## src/rtl/vga_timing_gen.sv

```systemverilog
// Parametrised VGA raster timing generator with a coherent output delay line.
// Define VGA_TIMING_FRAME_CNT_EN to build the 16-bit completed-frame counter.
module vga_timing_gen #(
    parameter int H_DISP     = 800,
    parameter int H_FP       = 56,
    parameter int H_SYNC     = 120,
    parameter int H_BP       = 64,
    parameter int V_DISP     = 600,
    parameter int V_FP       = 37,
    parameter int V_SYNC     = 6,
    parameter int V_BP       = 23,
    parameter int H_POL      = 1,
    parameter int V_POL      = 1,
    parameter int PIPE_DELAY = 0,
    parameter int CW         = 11
) (
    input  logic          clk,
    input  logic          rst_n,
    input  logic          pix_ce,
    output logic [CW-1:0] col,
    output logic [CW-1:0] row,
    output logic          de,
    output logic          h_sync,
    output logic          v_sync,
    output logic          line_start,
    output logic          frame_start,
    output logic [15:0]   frame_cnt
);
    localparam int H_TOTAL  = H_DISP + H_FP + H_SYNC + H_BP;
    localparam int V_TOTAL  = V_DISP + V_FP + V_SYNC + V_BP;
    localparam int HS_START = H_DISP + H_FP;
    localparam int HS_END   = HS_START + H_SYNC;
    localparam int VS_START = V_DISP + V_FP;
    localparam int VS_END   = VS_START + V_SYNC;
    localparam int SW       = 2 * CW + 5;

    localparam logic [CW-1:0] H_LAST = CW'(H_TOTAL - 1);
    localparam logic [CW-1:0] V_LAST = CW'(V_TOTAL - 1);
    localparam logic          H_ACT  = (H_POL != 0);
    localparam logic          V_ACT  = (V_POL != 0);
    // Stage record layout: {col, row, de, h_sync, v_sync, line_start, frame_start}
    localparam logic [SW-1:0] ST_RST = {{(2 * CW + 1){1'b0}}, ~H_ACT, ~V_ACT, 2'b00};

    if ((H_SYNC == 0) || (V_SYNC == 0)) begin : g_bad_sync
        $error("vga_timing_gen: H_SYNC and V_SYNC must be non-zero");
    end

    logic [CW-1:0] col_q, col_d;
    logic [CW-1:0] row_q, row_d;
    logic          hs_raw, vs_raw, de_raw;
    logic [SW-1:0] st0_d;
    logic [SW-1:0] pipe_q [PIPE_DELAY+1];

    always_comb begin
        col_d = col_q + 1'b1;
        row_d = row_q;
        if (col_q == H_LAST) begin
            col_d = '0;
            row_d = (row_q == V_LAST) ? '0 : row_q + 1'b1;
        end
    end

    always_ff @(posedge clk) begin
        if (!rst_n) begin
            col_q <= '0;
            row_q <= '0;
        end else if (pix_ce) begin
            col_q <= col_d;
            row_q <= row_d;
        end
    end

    always_comb begin
        hs_raw = (int'(col_q) >= HS_START) && (int'(col_q) < HS_END);
        vs_raw = (int'(row_q) >= VS_START) && (int'(row_q) < VS_END);
        de_raw = (int'(col_q) < H_DISP) && (int'(row_q) < V_DISP);
        st0_d  = {col_q, row_q, de_raw, hs_raw ~^ H_ACT, vs_raw ~^ V_ACT,
                  col_q == '0, (col_q == '0) && (row_q == '0)};
    end

    // pipe_q[0] is stage 0; the last entry drives the outputs.
    always_ff @(posedge clk) begin
        if (!rst_n) begin
            for (int unsigned i = 0; i <= PIPE_DELAY; i++) pipe_q[i] <= ST_RST;
        end else if (pix_ce) begin
            pipe_q[0] <= st0_d;
            for (int unsigned i = 1; i <= PIPE_DELAY; i++) pipe_q[i] <= pipe_q[i-1];
        end
    end

    assign {col, row, de, h_sync, v_sync, line_start, frame_start} = pipe_q[PIPE_DELAY];

`ifdef VGA_TIMING_FRAME_CNT_EN
    logic [15:0] frame_cnt_q;

    always_ff @(posedge clk) begin
        if (!rst_n) frame_cnt_q <= '0;
        else if (pix_ce && frame_start) frame_cnt_q <= frame_cnt_q + 16'd1;
    end

    assign frame_cnt = frame_cnt_q;
`else
    assign frame_cnt = '0;
`endif

endmodule

```

## config.mk

```make
export PLATFORM = sky130hd
export DESIGN_NAME = vga_timing_gen
export DESIGN_NICKNAME = d
export VERILOG_FILES = /design/src/rtl/vga_timing_gen.sv
export SDC_FILE = /design/constraint.sdc
export NUM_CORES = 1
export LEC_CHECK = 0
export CORE_ASPECT_RATIO = 0.9
export CORE_MARGIN = 1.5
export CORE_UTILIZATION = 46
export DETAILED_ROUTE_END_ITERATION = 8
export PLACE_DENSITY = 0.75
export SYNTH_ARGS = -nofsm -noshare
export SYNTH_HDL_FRONTEND = slang
export SYNTH_SLANG_ARGS = --single-unit
```

## constraint.sdc

```tcl
create_clock -name clk -period 1.9 [get_ports clk]
set_input_delay 0.19 -clock clk [delete_from_list [all_inputs] [get_ports clk]]
set_output_delay 0.19 -clock clk [all_outputs]
set_load 0.05 [all_outputs]
```

==> run summary <==
The run finished with clean final reports. The maximum clock insertion buffer count came out at 2. In this run the worst path has a maximum fanout of 2. Synthesis produced a netlist whose cell count is 247.

The area growth from synthesis to layout came out at 24.5%. The post-detailed-placement half-perimeter wirelength is roughly 3200 um. The average wire per standard cell came out at approximately 13 um. During synthesis, Yosys emitted a total of 0 warnings. For the worst setup path, the data required time is 2130 ps.

The post-synthesis async set-or-reset flop share is 0%. The remaining global-route overflow is 0. The power per standard cell area came out at between 700 and 800 nW/um2. The post-route clock period utilization came out at about 100%. Once detail routing completed, the nets flagged for antenna violations numbered 0.

Setup repair after global routing could not meet its margin everywhere. The post-synthesis sequential area ratio is ~52%. The layout has around 400 filler cells. The clock power share is 32.3%. The number of max-capacitance violations reported is 0. After detailed routing, the number of remaining DRC violations is 0. The hold buffer count at CTS came out at 0. The cell area that synthesis handed to floorplanning was roughly 2400 um2. The flip-flop and latch area came out at approximately 1300 um2. The total area of multi-input combinational cells is 1040 um2. The sequential power share is 53.7%.

The total power after layout is approximately 2200 uW. For this run, the top clock speed supported by timing is 528 MHz. The leakage power is 0.00113 uW. TritonCTS built the clock tree. The starting density of the core is between 40% and 50%.

The signal arrival time at the worst endpoint came out at 2120 ps. The area of the core region came out at just under 5000 um2. The count of buffers added on input and output ports is 29.

The largest total area in the synthesized netlist belongs to edfxtp_1. For this design the top-level I/O count stands at between 40 and 50. The transition time at the pin with the least slew margin is around 500 ps. The final setup violation count came out at 0. The main flop type after synthesis is edfxtp_1. The TritonCTS sink count is 49. The worst setup path is launched from a register. The count of antenna diodes in the layout came out at 0. The synthesized design devotes to its leading area cell type between 30 and 40% of total area. Clock latency on the worst-skew pair, taken at its later pin, is ~300 ps.

The H-tree generated during clock tree synthesis spans 2 levels. On the critical path, the stage with the largest delay is an instance of or4_4. The number of cell rows came out at 24. The die footprint is 5660 um2. Using the TritonRoute via totals, the vias-per-cell ratio works out to approximately 5.3. After synthesis the netlist holds a flip-flop and latch count of 49.

After routing the design area is around 3000 um2. The total via count after detailed routing is between 1500 and 2000. The largest net degree at the start of global routing came out at 40.

The hold violation count in the final report came out at 0. Clock-pin slew was measured on the worst setup and hold paths at around 80 ps. The first-pass GRT wire length is 7600 um. On the final layout, the worst clock skew is 9.39 ps. The fraction of power spent switching nets is approximately a quarter. The iteration-0 DRC count of the detailed router is 160. The count of flip-flops with a built-in enable after synthesis is 27. The internal cell power came out at approximately 1600 uW. In this run the clock root is driven by a clkbuf_8. The final-stage net count came out at 300. The CTS buffer count is 5. Walking the worst path, the cells encountered are or3_4, or4_4, or4b_1, a21boi_1. The nature of the critical path endpoint is a register. The initial antenna violation count is 0.

The routed design has between 4000 and 5000 um of wire. The peak supply drop is roughly 400 uV. The number of global-route vias before repair is approximately 1600.

For this run, the detailed router's first-pass iteration total came to 4. The final estimated routing congestion in global placement came out at roughly 0.87. The x dimension of the die is between 70 and 80 um. In this run the worst hold path is classified as register to register.

Summed over all nets, the switching power comes to between 500 and 600 uW. The worst slew margin relative to its limit is 66.5%. The final count of pins violating max slew was 0. The total cell area at the placement stage is about 2800 um2. The count of unique library cells instantiated by Yosys came out at 37. The most repeated cell in the gate-level netlist after synthesis is edfxtp_1.

Cells with a size suffix above 1 make up around an eighth of the layout. The biggest cell delay along the critical path came out at between 500 and 600 ps. The total track usage came out at between 10% and 20%. The mean instance size in the synthesized netlist is approximately 9.7 um2. By area the synthesized netlist is led by edfxtp_1 34%, dfxtp_1 18%, buf_4 5.0%.

The time the final worst path needs with I/O delays and setup came out at about 1900 ps. The kind of critical path is register to register. In this run, the combinational gates consume roughly 14% of the power. Counting instances in the post-synthesis netlist gives the leading cell types as 27 x edfxtp_1, 25 x nor2_1, 24 x nand2_1. The die height came out at about 70 um.
## final cells by class
| cell class | count | area share, % |
|---|---|---|
| clock buffer | 5 | 2.30 |
| inverter | 9 | 1.13 |
| clock inverter | 2 | 1.17 |
| timing repair buffer | 50 | 15.8 |
| sequential | 49 | 41.9 |
| tap | 65 | 2.72 |
| multi-input combinational | 177 | 34.9 |
## state kept, by name, indices dropped and copies added (netlist names)
signal,flops
col_q,11
pipe_q,27
row_q,11
## final timing paths
check	start	to	slack [ps]	cells after the start
worst max-delay path	col_q[5]$_SDFFE_PN0P_	row_q[5]$_SDFFE_PN0P_	6	4
worst min-delay path	col_q[0]$_SDFFE_PN0P_	col_q[0]$_SDFFE_PN0P_	530	2
worst max register to register	col_q[5]$_SDFFE_PN0P_	row_q[5]$_SDFFE_PN0P_	6	4
worst min register to register	col_q[0]$_SDFFE_PN0P_	col_q[0]$_SDFFE_PN0P_	530	2
## logic make-up (layout without fill, tap and decap cells)
family | after synthesis | in the layout | synth area share, %
and+or+nand+nor | 118 | 118 | 26.4
DFF | 49 | 49 | 52.1
buffers and inverters | 36 | 66 | 8.13
AOI/OAI and AO/OA | 30 | 30 | 7.66
xor gates and xnor gates | 8 | 8 | 2.92
adders and majority gates | 5 | 5 | 2.61
other | 1 | 16 | 0.156
## metrics by stage
step | std cells | utilization [%] | worst slack, ps | hold slack (ps) | setup TNS [ps]
after floorplan | 262 | - | 4.54 | 352 | 0
after global placement | 349 | 57.8 | 18.8 | 500 | 0
after detailed placement | 349 | 57.8 | -60.6 | 512 | -78.5
after CTS | 356 | 60.0 | 4.73 | 525 | 0
after global routing | 357 | 60.7 | -62.4 | 563 | -62.4
final | 357 | 60.7 | 6.46 | 526 | 0
## placed cells by master, fill, tap and decap left out, drive strengths merged, types with 2 or more instances in the layout
master,count
a21oi,12
clkdlybuf4s50,29
nand4b,2
xnor2,7
ha,5
a21boi,4
o32ai,4
clkbuf,5
inv,9
nand2,24
conb,16
nand4,7
and3,18
and2,4
or4,2
nor3,5
dfxtp,22
nor4,4
nand3,8
nand3b,3
buf,21
o22ai,5
or3,3
nand2b,6
and4,3
nor2,25
edfxtp,27
o21ai,4
## power groups by stage
| stage | Combinational, uW | Sequential, uW | Clock [uW] |
|---|---|---|---|
| floorplan | 135 | 1290 | 0 |
| global placement | 299 | 1180 | 0 |
| detailed placement | 300 | 1180 | 0 |
| CTS | 300 | 1160 | 710 |
| global route | 315 | 1160 | 740 |
| finish | 301 | 1160 | 694 |
## critical path, delay by kind of cell, from the launching register on
kind | cells | cell delay, ps
simple gates | 3 | 1390
flops | 1 | 320
compound gates | 1 | 120
## layer usage
metal / share of wire, % / global-route usage, % / vias to the layer above
met5: 0 / 0 / -
met4: 2.2 / 7.41 / 0
met3: 8.1 / 4.08 / 10
met2: 43 / 25.3 / 104
met1: 46 / 24.6 / 834
li1: - / - / 932
## what timing repair did
action,in CTS,in global routing
resized for setup,1,5
buffers inserted,0,1
endpoints found under the setup margin,1,17
pin swaps,0,1
No activity file was read; power rests on OpenSTA's default activity.
